## config.mk

```make
export PLATFORM = sky130hd
export DESIGN_NAME = line_clear
export DESIGN_NICKNAME = d
export VERILOG_FILES = /design/src/rtl/line_clear_pkg.sv /design/src/rtl/line_clear_bcd_counter.sv /design/src/rtl/line_clear.sv
export SDC_FILE = /design/constraint.sdc
export NUM_CORES = 1
export LEC_CHECK = 0
export ABC_AREA = 1
export CORE_MARGIN = 5
export CORE_UTILIZATION = 40
export DETAILED_ROUTE_END_ITERATION = 7
export HOLD_SLACK_MARGIN = 0.03
export PLACE_DENSITY_LB_ADDON = 0.12
export SKIP_LAST_GASP = 1
export SLEW_MARGIN = 20
export SYNTH_ARGS = -nofsm -noshare
export SYNTH_HDL_FRONTEND = slang
export SYNTH_HIERARCHICAL = 1
export SYNTH_SLANG_ARGS = --single-unit
export TNS_END_PERCENT = 20
```

## constraint.sdc

```tcl
create_clock -name clk -period 1.5 [get_ports clk]
set_input_delay 0.15 -clock clk [delete_from_list [all_inputs] [get_ports clk]]
set_output_delay 0.15 -clock clk [all_outputs]
set_load 0.03 [all_outputs]
```

## src/rtl/line_clear_pkg.sv

```systemverilog
// Shared constants, types and FSM states for the post-lock board sweep.
package line_clear_pkg;

    localparam int unsigned BOARD_W   = 10;
    localparam int unsigned BOARD_H   = 20;
    localparam int unsigned CELL_BITS = 3;
    localparam int unsigned ROW_BITS  = BOARD_W * CELL_BITS;
    localparam int unsigned ADDR_W    = $clog2(BOARD_H);

    typedef logic [ADDR_W-1:0]   row_addr_t;
    // Write pointer carries one extra bit so that stepping below row 0 is visible.
    typedef logic [ADDR_W:0]     wr_ptr_t;
    typedef logic [ROW_BITS-1:0] row_t;

    typedef enum logic [2:0] {
        LC_IDLE,
        LC_READ,
        LC_EVAL,
        LC_FILL,
        LC_SCORE,
        LC_DONE
    } lc_state_t;

endpackage

```

## src/rtl/line_clear_bcd_counter.sv

```systemverilog
// Four-digit BCD score counter with synchronous clear and saturation at 9999.
module line_clear_bcd_counter (
    input  logic        clk,
    input  logic        reset_n,
    input  logic        clr,
    input  logic        inc,
    output logic [15:0] value,
    output logic        inc_ok
);

    logic [15:0] value_q;
    logic [15:0] value_inc;
    logic        carry;

    always_comb begin
        value_inc = value_q;
        carry     = 1'b1;
        for (int i = 0; i < 4; i++) begin
            if (carry) begin
                if (value_q[4*i +: 4] == 4'd9) begin
                    value_inc[4*i +: 4] = 4'd0;
                end else begin
                    value_inc[4*i +: 4] = value_q[4*i +: 4] + 4'd1;
                    carry               = 1'b0;
                end
            end
        end
    end

    assign inc_ok = inc && (value_q != 16'h9999);
    assign value  = value_q;

    always_ff @(posedge clk) begin
        if (!reset_n) begin
            value_q <= '0;
        end else if (clr) begin
            value_q <= '0;
        end else if (inc_ok) begin
            value_q <= value_inc;
        end
    end

endmodule

```

## src/rtl/line_clear.sv

```systemverilog
// Bottom-up full-row removal with downward compaction, then BCD scoring of cleared rows.
module line_clear
    import line_clear_pkg::*;
(
    input  logic                clk,
    input  logic                reset_n,
    input  logic                start,
    input  logic                score_clr,
    output logic [ADDR_W-1:0]   row_addr,
    input  logic [ROW_BITS-1:0] row_rdata,
    output logic                row_we,
    output logic [ROW_BITS-1:0] row_wdata,
    output logic                busy,
    output logic                done,
    output logic [2:0]          lines,
    output logic [15:0]         score,
    output logic                score_inc
);

    lc_state_t state_q, state_d;
    row_addr_t rd_q, rd_d;
    wr_ptr_t   wr_q, wr_d;
    wr_ptr_t   cleared_q, cleared_d;
    wr_ptr_t   scored_q, scored_d;
    logic [2:0] lines_q, lines_d;
    logic      row_full;
    logic      cnt_clr;
    logic      cnt_inc;

    always_comb begin
        row_full = 1'b1;
        for (int c = 0; c < int'(BOARD_W); c++) begin
            if (row_rdata[c*CELL_BITS +: CELL_BITS] == '0) row_full = 1'b0;
        end
    end

    always_comb begin
        state_d   = state_q;
        rd_d      = rd_q;
        wr_d      = wr_q;
        cleared_d = cleared_q;
        scored_d  = scored_q;
        lines_d   = lines_q;
        row_addr  = '0;
        row_we    = 1'b0;
        row_wdata = '0;
        cnt_clr   = 1'b0;
        cnt_inc   = 1'b0;
        unique case (state_q)
            LC_IDLE: begin
                cnt_clr = score_clr;
                if (start) begin
                    state_d   = LC_READ;
                    rd_d      = row_addr_t'(BOARD_H - 1);
                    wr_d      = wr_ptr_t'(BOARD_H - 1);
                    cleared_d = '0;
                    scored_d  = '0;
                end
            end
            LC_READ: begin
                row_addr = rd_q;
                state_d  = LC_EVAL;
            end
            LC_EVAL: begin
                if (row_full) begin
                    cleared_d = cleared_q + wr_ptr_t'(1);
                end else begin
                    // A row already in its final slot needs no rewrite.
                    if (wr_q != {1'b0, rd_q}) begin
                        row_we    = 1'b1;
                        row_addr  = wr_q[ADDR_W-1:0];
                        row_wdata = row_rdata;
                    end
                    wr_d = wr_q - wr_ptr_t'(1);
                end
                if (rd_q == '0) begin
                    state_d = wr_d[ADDR_W] ? LC_SCORE : LC_FILL;
                end else begin
                    rd_d    = rd_q - row_addr_t'(1);
                    state_d = LC_READ;
                end
            end
            LC_FILL: begin
                row_we   = 1'b1;
                row_addr = wr_q[ADDR_W-1:0];
                wr_d     = wr_q - wr_ptr_t'(1);
                if (wr_q[ADDR_W-1:0] == '0) state_d = LC_SCORE;
            end
            LC_SCORE: begin
                if (cleared_q != '0) begin
                    cnt_inc  = 1'b1;
                    scored_d = scored_q + wr_ptr_t'(1);
                end
                if (cleared_q == '0 || scored_q == cleared_q - wr_ptr_t'(1)) begin
                    state_d = LC_DONE;
                    lines_d = cleared_q[2:0];
                end
            end
            LC_DONE: begin
                state_d = LC_IDLE;
            end
            default: begin
                state_d = LC_IDLE;
            end
        endcase
    end

    always_ff @(posedge clk) begin
        if (!reset_n) begin
            state_q   <= LC_IDLE;
            rd_q      <= row_addr_t'(BOARD_H - 1);
            wr_q      <= wr_ptr_t'(BOARD_H - 1);
            cleared_q <= '0;
            scored_q  <= '0;
            lines_q   <= '0;
        end else begin
            state_q   <= state_d;
            rd_q      <= rd_d;
            wr_q      <= wr_d;
            cleared_q <= cleared_d;
            scored_q  <= scored_d;
            lines_q   <= lines_d;
        end
    end

    line_clear_bcd_counter u_bcd_counter (
        .clk     (clk),
        .reset_n (reset_n),
        .clr     (cnt_clr),
        .inc     (cnt_inc),
        .value   (score),
        .inc_ok  (score_inc)
    );

    assign busy  = (state_q != LC_IDLE);
    assign done  = (state_q == LC_DONE);
    assign lines = lines_q;

endmodule

```

## Word level (Yosys, flattened, before mapping)

Cells that the tools add are included.

- Bits in registers: 45
- Input port bits: 34
- Output and inout bits: 58
- Logic and storage cells: 121

- Add/sub/neg operators: 9
- Equality and inequality tests: 19
- Muxes and demuxes: 49
- Bitwise operators: 1
- Reductions and logical operators: 32

Operators with widths:

| operator | number |
|---|---|
| $mux 30 | 3 |
| $mux 6 | 6 |
| $logic_not 3->1 | 11 |
| $pmux 6 s2 | 2 |
| $mux 1 | 20 |
| $mux 5 | 4 |
| $pmux 6 s3 | 1 |
| $add 4x1->4 const B | 4 |
| $eq 4x4->1 const B | 4 |
| $mux 4 | 4 |
| $ne 16x16->1 const B | 1 |
| $mux 3 | 5 |
| $pmux 3 s5 | 1 |
| $pmux 5 s3 | 1 |
| $reduce_and 3->1 | 5 |
| $ne 2x2->1 const B | 7 |
| $add 6x1->6 const B | 2 |
| $sub 6x1->6 const B | 2 |
| $logic_not 5->1 | 2 |
| $pmux 5 s2 | 1 |
| $reduce_and 2->1 | 5 |
| $eq 3x2->1 const B | 2 |
| $eq 3x3->1 const B | 2 |
| $eq 6x6->1 | 1 |
| other kinds (12) | 14 |

## Logic depth before layout (Yosys ltp)

Gate-level depths: netlist (run 1).

- Word-level depth: 16
- Mapped depth: 13
- Depth with buffers taken out: 12

## Hierarchy

Netlist (run 1), hierarchy kept.

Modules (own cells, without submodules):

| module | times used | cells each | area each (sq um) | seq. area each (sq um) |
|---|---|---|---|---|
| line_clear | 1 | 378 | 2235.9 | 580.6 |
| line_clear_bcd_counter | 1 | 147 | 953.4 | 320.3 |

## Worst setup path after synthesis (run 1)

No wires, ideal clock.

- Kind: register to output
- Start point: reg state_q[2]
- End point: out row_addr[0]
- Arrival: 1.522 ns
- Required time: 1.350 ns
- Path slack: -0.172 ns
- Stages on the path, launching flop included: 8
- Buffers on the path: 0
- Cell sequence: dfxtp_1 -> inv_2 -> nand2_2 -> nor2_4 -> nand3_1 -> nand2_1 -> nand2_1 -> o21ai_0

- Cells in the longest elaborated chain, start to end: 2
- Elaborated cells between the ends (all ways): 4
- Classes of those cells: eq/ne: 3; mux: 1

RTL lines:

| item | RTL line | RTL |
|---|---|---|
| start, declared | line_clear.sv:20 | `lc_state_t state_q, state_d;` |
| start signal, assigned | line_clear.sv:117 | `state_q <= state_d;` |
| $eq 3x2->1 / $eq 3x1->1 (equally long branches) | line_clear.sv:49 | `unique case (state_q)` |
| $pmux 5 s3 (*) | line_clear.sv:49 |  |
| end, declared | line_clear.sv:9 | `output logic [ADDR_W-1:0] row_addr,` |

Mark *: on every way between the ends. The rest lies on a longest branch, timed or not.

## Worst setup path after layout (run 1)

- Start point: reg wr_q[1]
- End point: out row_wdata[18]

- Cells in the longest elaborated chain, start to end: 4

RTL lines:

| item | RTL line | RTL |
|---|---|---|
| start, declared | line_clear.sv:22 | `wr_ptr_t wr_q, wr_d;` |
| start signal, assigned | line_clear.sv:112 | `wr_q <= wr_ptr_t'(BOARD_H - 1);` |
| start signal, assigned | line_clear.sv:119 | `wr_q <= wr_d;` |
| $ne 6x5->1 | line_clear.sv:69 | `if (wr_q != {1'b0, rd_q}) begin` |
| $mux 30 | line_clear.sv:69 |  |
| $mux 30 | line_clear.sv:65 | `if (row_full) begin` |
| $mux 30 | line_clear.sv:49 |  |
| end, declared | line_clear.sv:12 | `output logic [ROW_BITS-1:0] row_wdata,` |

Every way passes these cells.

==> results of run 1 <==
layout by cell type, fill, tap and decap left out, drive strengths merged, types with 3 or more instances in the layout:
cell,Yosys,routed
dfxtp,45,45
nand3,38,38
nand4,8,8
o21ai,33,33
clkbuf,2,5
ha,8,8
clkdlybuf4s50,0,51
clkinv,3,5
buf,8,135
o21bai,3,3
nor2,110,110
o22ai,3,3
xor2,11,11
nand2,119,119
xnor2,3,3
nor3,3,3
inv,92,91
a21oi,25,25
power by group:
group | switching [mW] | internal [mW] | total (mW)
Combinational | 0.977 | 0.833 | 1.81
Clock | 0.467 | 0.332 | 0.799
Sequential | 0.0688 | 1.27 | 1.34
worst max path at each step:
stage | start | endpoint | slack (ns) | cells past startpoint
global placement | row_rdata[13] | row_addr[2] | -0.75 | 11
finish | wr_q[1] | row_wdata[18] | -0.30 | 8
floorplan | rd_q[0] | row_wdata[0] | -0.04 | 7
detailed placement | row_rdata[28] | row_addr[3] | -0.78 | 11
global route | rd_q[0] | row_wdata[8] | -0.40 | 8
CTS | rd_q[0] | row_wdata[22] | -0.25 | 8
per-layer routing:
| layer | vias up | wire length [um] | track usage (%) | part of all wire, % |
|---|---|---|---|---|
| li1 | 2001 | - | - | - |
| met5 | - | 0 | 0 | 0 |
| met1 | 1711 | 4210 | 23.4 | 45 |
| met2 | 84 | 4670 | 33.4 | 49 |
| met4 | 0 | 123 | 5.36 | 1.3 |
| met3 | 12 | 444 | 3.65 | 4.7 |
sequential cells by signal, summed over array words and instances, names as in the netlist:
| signal | flops |
|---|---|
| state_q | 3 |
| lines | 3 |
| wr_q | 6 |
| u_bcd_counter/value | 16 |
| rd_q | 5 |
| scored_q | 6 |
| cleared_q | 6 |
layout make-up:
cell class | instances | area [sq um]
fillers | 679 | 2570
multi-input cells | 375 | 2020
repair buffers | 187 | 1600
flip-flops and latches | 45 | 945
inverters | 95 | 374
well taps | 102 | 128
clock buffers | 5 | 68.8
clock inverters | 3 | 21.3
per-stage QoR:
stage | std cells | hold WS [ns] | instance area (sq um) | TNS (ns)
floorplan | 525 | 0.288 | 3260 | -1.33
global placement | 783 | 0.467 | 4720 | -20.05
detailed placement | 783 | 0.472 | 4720 | -21.48
CTS | 803 | 0.494 | 5030 | -13.68
global route | 812 | 0.522 | 5160 | -21.69
finish | 812 | 0.487 | 5160 | -13.25
logic make-up (layout without fill, tap and decap cells):
kind of cell               count (synthesis)  after routing  share of synthesized area [%]
and+or+nand+nor                          284            284                           40.4
buffers and inverters                    105            290                           12.8
xor gates and xnor gates                  14             14                           3.84
AOI/OAI and AO/OA                         69             69                           11.6
DFF                                       45             45                           28.2
adders and majority gates                  8              8                           3.14
worst max-delay path: cells and delay by family, from the launching register on:
family	cells	cell delay [ns]
compound gates	2	0.19
buf+inv	3	0.44
flops	1	0.37
simple gates	3	0.34
timing repair:
item                       in CTS  in global routing
resized for setup              87                 24
setup endpoints to repair      81                 99
setup buffers                  11                  9
pin swaps                       9                 11
gates cloned                    1                  0
==> flow_metrics.py, run 1 <==
metrics = {
    "worst_setup_path": {
        "cp_cell_sequence": "inv_1 -> o21ai_2 -> a21oi_2 -> nand3_2 -> nand3_4 -> buf_16 -> nor2_1 -> buf_4",
        "max_stage_delay_ns": 0.37,
        "required_ns": 1.35,
        "reg2reg_from": "rd_q[0]",
        "crit_type": "flop to output port",
        "worst_ep_arrival_time_ns": 1.65,
        "end_kind": "output port",
        "critPathLaunchType": "flop",
        "r2r_end": "rd_q[3]",
        "rr_worst_depth": 10,
        "cp_slowest_cell": "dfxtp_2",
        "critPathMaxFanout": 15,
        "r2r_setup_slack_ns": -0.15,
    },
    "power": {
        "ir_worst_vdd_mv": 0.641,
        "finalPower_mw": 3.95,
        "p_leak_nw": 2.54,
        "power.density_mw_per_mm2": 765,
    },
    "clocking": {
        "cts-htree-levels": 2,
        "cts_buffer_depth": 2,
        "clk_pin_slew_ns": 0.10,
        "cts_made_buffers": 5,
        "cts_tree": "built",
        "clock_latency_ns": 0.30,
        "cts_num_sinks": 45,
        "hold_buffers": 0,
        "cts-root-buf": "clkbuf_8",
    },
    "placed_design": {
        "gp_congestion": 0.837,
        "hpwl_mm": 7.33,
        "place.port_buffers": 91,
        "dp_slack_ns": -0.782,
    },
    "finish": {
        "num-nets-final": 751,
        "diodes": 0,
        "syn2layout_area_growth_pct": 61.7,
        "drive_gt1_share_pct": 35.1,
        "final_util_pct": 66.8,
    },
    "sta": {
        "setup_viol": 82,
        "skew_ns": 0.00820,
        "fin_ws_ns": -0.304,
        "rsz0062_at_grt": "true",
        "min_period_ns": 1.80,
        "tightest_slew_ns": 0.330,
        "slew_violations": 0,
        "fmaxAchievable_mhz": 554,
        "fin_crit_sh_pct": 120,
        "hold_violations": 0,
        "relSlewSlack_pct": 77.9,
    },
    "synth": {
        "yosys.area.top_type": "dfxtp_1",
        "ys_ff_latch": 45,
        "yosysMostFrequentCell": "nand2_1",
        "synthTopCellsByArea": "dfxtp_1, nand2_1, nor2_1, inv_1, nand3_1",
        "synth_edf_count": 0,
        "syn_area_sq_mm": 0.00319,
        "ys_top_cells_by_count": "nand2_1, nor2_1, inv_1, dfxtp_1, nand3_1",
        "synthArstFlopShare_pct": 0,
        "ys_types": 35,
        "yosysWarningCount": 6,
        "synth_top_area_share_pct": 28.2,
        "syn_nets": 567,
        "synth_flop_cell": "dfxtp_1",
        "ys_seq_area_share_pct": 28.2,
        "avgSynthCellArea_sq_um": 6.07,
        "syn_inst": 525,
    },
    "min_path": {
        "worstHoldPathType": "flop to flop",
        "hold_depth": 2,
        "whs_endpoint": "lines[0]",
        "worstHoldStart": "lines[0]",
    },
    "drt": {
        "drt_iter0_markers": 104,
        "drtAntennaViolNets": 0,
        "wire_per_inst_um": 11.6,
        "drc": 0,
        "wirelength_mm": 9.45,
        "drt_first_pass_iters": 5,
        "viasPerCell": 4.69,
        "via_count": 3808,
    },
    "floorplanning": {
        "initial_core_util_pct": 41.3,
        "core.rowCount": 32,
        "die_w_um": 99.3,
        "die_h_um": 99.3,
        "dieArea_sq_mm": 0.00986,
        "core_sq_mm": 0.00773,
        "io_pins": 92,
    },
    "global_route": {
        "antenna_found_initial": 0,
        "overflow": 0,
        "grt_pass1_vias": 3479,
        "grt_usage_pct": 19.0,
        "grt_pass1_wl_mm": 15.8,
        "grt_max_degree": 16,
    },
    "run_status": {
        "violations": "setup timing",
        "outcome": "complete, but fails checks",
    },
    "run": {
        "max-cap-violations": 0,
    },
}
(Power assumes the default switching activity.)
==> run 2, diff against run 1 <==
Settings changed: ABC_AREA 1 to 0, SKIP_LAST_GASP 1 to not set.
==> flow_metrics.py, run 2 <==
metrics = {
    "global_route": {
        "grt_usage_pct": 19.8,
        "overflow": 0,
        "grt_pass1_vias": 3444,
        "grt_pass1_wl_mm": 15.9,
        "antenna_found_initial": 0,
        "grt_max_degree": 31,
    },
    "min_path": {
        "hold_depth": 2,
        "worstHoldPathType": "flop to flop",
        "whs_endpoint": "lines[2]",
        "worstHoldStart": "lines[2]",
    },
    "worst_setup_path": {
        "r2r_end": "state_q[0]",
        "cp_slowest_cell": "or4b_4",
        "crit_type": "flop to flop",
        "reg2reg_from": "wr_q[0]",
        "cp_cell_sequence": "inv_2 -> ha_4 -> or4b_4 -> a31oi_4 -> o2111ai_2 -> o31ai_2 -> mux2_4 -> o41ai_2",
        "critPathLaunchType": "flop",
        "cp_top_family": "compound AO/OA/AOI/OAI gates",
        "end_kind": "flop",
        "r2r_setup_slack_ns": -0.64,
        "rr_worst_depth": 8,
        "max_stage_delay_ns": 0.49,
        "worst_ep_arrival_time_ns": 2.34,
        "critPathMaxFanout": 4,
        "required_ns": 1.71,
        "path_buf_inv": 1,
    },
    "drt": {
        "wirelength_mm": 10.2,
        "drt_first_pass_iters": 4,
        "viasPerCell": 5.11,
        "drtAntennaViolNets": 0,
        "via_count": 3448,
        "drt_iter0_markers": 105,
        "wire_per_inst_um": 15.1,
        "drc": 0,
    },
    "floorplanning": {
        "core.rowCount": 32,
        "die_w_um": 98.3,
        "core_sq_mm": 0.00765,
        "io_pins": 92,
        "initial_core_util_pct": 40.8,
        "die_h_um": 98.3,
        "dieArea_sq_mm": 0.00966,
    },
    "sta": {
        "skew_ns": 0.0107,
        "fin_ws_ns": -0.637,
        "rsz0062_at_grt": "true",
        "min_period_ns": 2.14,
        "fmaxAchievable_mhz": 468,
        "tightest_slew_ns": 0.407,
        "tns_ns": -25.84,
        "hold_violations": 0,
        "setup_viol": 75,
        "relSlewSlack_pct": 72.7,
        "fin_crit_sh_pct": 142,
        "slew_violations": 0,
    },
    "placed_design": {
        "gp_congestion": 0.828,
        "hpwl_mm": 7.47,
        "dp_slack_ns": -0.639,
        "place_inst": 659,
        "place.port_buffers": 91,
        "dpl_cell_area_sq_mm": 0.00476,
    },
    "synth": {
        "synthArstFlopShare_pct": 0,
        "syn_area_sq_mm": 0.00312,
        "yosysWarningCount": 6,
        "ys_top_cells_by_count": "dfxtp_1, nand2_1, and2_1, nor2_1, xnor2_1",
        "syn_inst": 384,
        "yosysMostFrequentCell": "dfxtp_1",
        "synth_edf_count": 0,
        "synth_flop_cell": "dfxtp_1",
        "synthTopCellsByArea": "dfxtp_1, and2_1, xnor2_1, nand2_1, nor2_1",
        "yosys.area.top_type": "dfxtp_1",
        "ys_ff_latch": 45,
        "synth_top_area_share_pct": 28.9,
        "avgSynthCellArea_sq_um": 8.12,
        "syn_nets": 426,
        "ys_seq_area_share_pct": 28.9,
        "ys_types": 60,
    },
    "clocking": {
        "cts_made_buffers": 5,
        "clock_latency_ns": 0.30,
        "hold_buffers": 0,
        "cts_tree": "built",
        "cts_num_sinks": 45,
        "cts-htree-levels": 2,
        "cts_buffer_depth": 2,
        "clk_pin_slew_ns": 0.09,
        "cts-root-buf": "clkbuf_8",
    },
    "power": {
        "p_leak_nw": 2.45,
        "ir_worst_vdd_mv": 0.842,
        "power.density_mw_per_mm2": 745,
    },
    "run_status": {
        "outcome": "complete, but fails checks",
        "violations": "setup timing",
    },
    "run": {
        "max-cap-violations": 0,
    },
    "finish": {
        "diodes": 0,
        "fill_cells": 604,
        "layout_commonest_cell": "buf_4",
        "num-nets-final": 614,
        "largest_register_ffs": 16,
        "syn2layout_area_growth_pct": 73.0,
        "fin_cells": 675,
        "drive_gt1_share_pct": 41.7,
        "final_area_sq_mm": 0.00540,
        "mostFrequentLayoutCells": "buf_4, buf_6, nand2_1, dfxtp_1",
    },
}
==> run 2: power breakdown <==
part | total (mW) | internal (mW) | switching [mW]
clock network | 0.938 | 0.501 | 0.437
registers | 1.29 | 1.23 | 0.0533
logic | 1.79 | 0.872 | 0.922
total | 4.02 | 2.60 | 1.41
==> run 2: routing by layer <==
layer / track usage [%] / up-vias / wire length [um]
met2: 34.5 / 82 / 5130
li1: - / 1727 / -
met3: 4.43 / 20 / 461
met1: 24.1 / 1619 / 4330
met4: 5.99 / 0 / 235
met5: 0 / - / 0
==> run 2: kinds of logic (layout without fill, tap and decap cells) <==
family / after synthesis / in the layout / share of synthesized area, %
AOI/OAI and AO/OA: 63 / 63 / 14.5
buffers and inverters: 33 / 222 / 4.81
xor gates and xnor gates: 26 / 26 / 7.30
adders and majority gates: 8 / 8 / 3.21
and+or+nand+nor: 198 / 198 / 37.7
DFF: 45 / 45 / 28.9
muxes: 11 / 11 / 3.57
==> run 2: cell type report <==
type                    instances  area [sq um]  share of cell area (%)
well taps                     102           128                    2.37
inverters                      16          62.6                    1.16
flip-flops and latches         45           925                    17.1
clock inverters                 2          38.8                   0.719
multi-input cells             306          2380                    44.1
clock buffers                   6          72.6                    1.35
repair buffers                198          1790                    33.1
==> run 2: stage by stage <==
stage / power (mW) / hold WS [ns] / utilization (%)
5_1_grt: 4.21 / 0.483 / 70.5
2_1_floorplan: 2.02 / 0.373 / -
4_1_cts: 3.89 / 0.463 / 67.7
3_5_place_dp: 2.79 / 0.446 / 62.2
3_3_place_gp: 2.78 / 0.442 / 62.2
6_report: 4.02 / 0.460 / 70.5
==> run 2: worst max path at each step <==
stage,cells past startpoint,end,slack (ns),from
6_report,8,state_q[0],-0.64,wr_q[0]
5_1_grt,8,state_q[0],-0.70,wr_q[0]
4_1_cts,8,row_addr[3],-0.61,wr_q[3]
3_5_place_dp,8,state_q[0],-0.64,wr_q[0]
3_3_place_gp,8,state_q[0],-0.55,wr_q[0]
2_1_floorplan,9,u_bcd_counter/value[7],-0.50,cleared_q[2]
==> run 2: tightest hold or removal path: cells and delay by family, from the launching register on <==
family	cells	cell delay (ns)
flops	1	0.32
simple gates	1	0.05
mux	1	0.05
==> run 2: what timing repair did <==
item                                    in CTS  in global routing
gates cloned                                 0                  2
pin swaps                                   18                 21
endpoints found under the setup margin      95                 86
gates resized for setup                     93                 54
buffers inserted                             5                  1
==> run 3, diff against run 2 <==
Settings changed: CORE_ASPECT_RATIO set to 0.6, TNS_END_PERCENT 20 to 10.
==> flow_metrics.py, run 3 (synthesized netlist as in run 2, its figures left out) <==
metrics = {
    "clocking": {
        "clock_latency_ns": 0.30,
        "cts-root-buf": "clkbuf_16",
        "cts-htree-levels": 2,
        "clk_pin_slew_ns": 0.06,
        "cts_buffer_depth": 2,
        "cts_num_sinks": 45,
        "cts_tree": "built",
        "hold_buffers": 0,
        "cts_made_buffers": 5,
    },
    "finish": {
        "num-nets-final": 610,
        "multiInputGateArea_sq_mm": 0.00249,
        "seqCellArea_sq_um": 918,
        "drive_gt1_share_pct": 44.6,
        "syn2layout_area_growth_pct": 77.4,
        "fin_cells": 673,
        "largest_register_ffs": 16,
        "diodes": 0,
        "mostFrequentLayoutCells": "buf_4, buf_6, dfxtp_1, nand2_1, clkdlybuf4s50_1",
        "fill_cells": 542,
        "layout_commonest_cell": "buf_4",
    },
    "floorplanning": {
        "core.rowCount": 24,
        "core_sq_mm": 0.00742,
        "die_w_um": 124,
        "io_pins": 92,
        "initial_core_util_pct": 42.0,
        "die_h_um": 78.4,
        "dieArea_sq_mm": 0.00972,
    },
    "worst_setup_path": {
        "reg2reg_from": "wr_q[0]",
        "critPathMaxFanout": 3,
        "worst_ep_arrival_time_ns": 2.31,
        "crit_path_start": "wr_q[0]",
        "critPathLaunchType": "flop",
        "required_ns": 1.70,
        "end_kind": "flop",
        "crit_type": "flop to flop",
    },
    "run": {
        "max-cap-violations": 0,
    },
    "global_route": {
        "grt_max_degree": 29,
        "grt_pass1_vias": 3401,
        "grt_pass1_wl_mm": 17.9,
        "overflow": 0,
        "grt_usage_pct": 23.7,
        "antenna_found_initial": 0,
    },
    "drt": {
        "drt_first_pass_iters": 5,
        "wire_per_inst_um": 18.0,
        "drc": 0,
        "viasPerCell": 5.37,
        "wirelength_mm": 12.1,
        "via_count": 3612,
        "drt_iter0_markers": 307,
        "drtAntennaViolNets": 0,
    },
    "power": {
        "p_clk_share_pct": 26.7,
        "power.density_mw_per_mm2": 792,
        "p_leak_nw": 2.42,
        "switching_share_pct": 36.0,
        "power_frac_comb_pct": 44.5,
        "p_int_mw": 2.80,
        "p_sw_mw": 1.58,
        "pwr-share-seq_pct": 28.8,
        "ir_worst_vdd_mv": 1.02,
    },
    "min_path": {
        "worstHoldPathType": "flop to flop",
        "worstHoldStart": "lines[0]",
    },
    "sta": {
        "slew_violations": 0,
        "hold_slack_ns": 0.467,
        "skew_ns": 0.00422,
        "min_period_ns": 2.11,
        "tightest_slew_ns": 0.486,
        "fin_ws_ns": -0.608,
        "setup_viol": 80,
        "hold_violations": 0,
        "fmaxAchievable_mhz": 474,
        "rsz0062_at_grt": "true",
        "fin_crit_sh_pct": 141,
        "relSlewSlack_pct": 67.4,
    },
    "placed_design": {
        "hpwl_mm": 8.46,
        "place.port_buffers": 91,
        "place_inst": 657,
        "gp_congestion": 0.915,
        "dp_slack_ns": -0.632,
    },
    "run_status": {
        "outcome": "complete, but fails checks",
        "violations": "setup timing",
    },
}
## run 3: changes by cell type in the layout (fill, tap and decap cells not counted), moves of 4 or more
cell	before	now
buf_4	103	90
and2_1	30	18
and2_4	7	19
dlymetal6s2s_1	12	5
buf_6	43	49
clkbuf_16	0	5
dlygate4sd2_1	12	17
clkbuf_8	5	1
## run 3: critical path: stages, from the launching register on
cell	delay, ns
dfxtp_2	0.33
inv_2	0.09
ha_4	0.13
or4b_4	0.48
a31oi_4	0.18
o2111ai_2	0.14
o31ai_2	0.25
mux2_1	0.35
o41ai_1	0.06
## run 3: routing by layer
layer | share of wire [%] | track usage [%] | vias up
met4 | 1.4 | 5.36 | 0
met5 | 0 | 0 | -
li1 | - | - | 1726
met2 | 44 | 33.0 | 125
met3 | 7.8 | 4.38 | 20
met1 | 46 | 37.1 | 1741
## run 3: layout make-up
type	instances	share of cell area [%]
Inverter	16	1.13
Tap cell	104	2.35
Timing Repair Buffer	194	32.2
Sequential cell	45	16.6
Multi-Input combinational cell	306	45.0
Clock buffer	6	2.51
Clock inverter	2	0.249
## run 3: final timing paths
path                                    to  slack [ns]  cells after the start
worst max-delay path            state_q[0]       -0.61                      8
worst min-delay path              lines[0]        0.47                      2
worst max register to register  state_q[0]       -0.61                      8
worst min register to register    lines[0]        0.47                      2
## run 3: power groups by stage
stage / registers, mW / logic, mW / clock network, mW
finish: 1.26 / 1.95 / 1.17
global route: 1.26 / 2.06 / 1.23
CTS: 1.25 / 1.75 / 1.18
detailed placement: 1.28 / 1.52 / 0
global placement: 1.28 / 1.51 / 0
floorplan: 1.28 / 0.742 / 0
## run 3: per-stage QoR
step	cell area [sq um]	util (%)	TNS, ns	total power [mW]
after floorplan	3170	-	-16.09	2.02
after global placement	4740	64.0	-32.42	2.78
after detailed placement	4740	64.0	-36.90	2.80
after CTS	5250	70.8	-26.20	4.19
after global routing	5530	74.6	-33.59	4.56
final	5530	74.6	-27.28	4.38
## run 3: timing repair
action	in CTS	in global routing
setup endpoints to repair	99	85
cloned	2	0
setup buffers	1	5
gates resized for setup	113	59
pin swaps	20	15
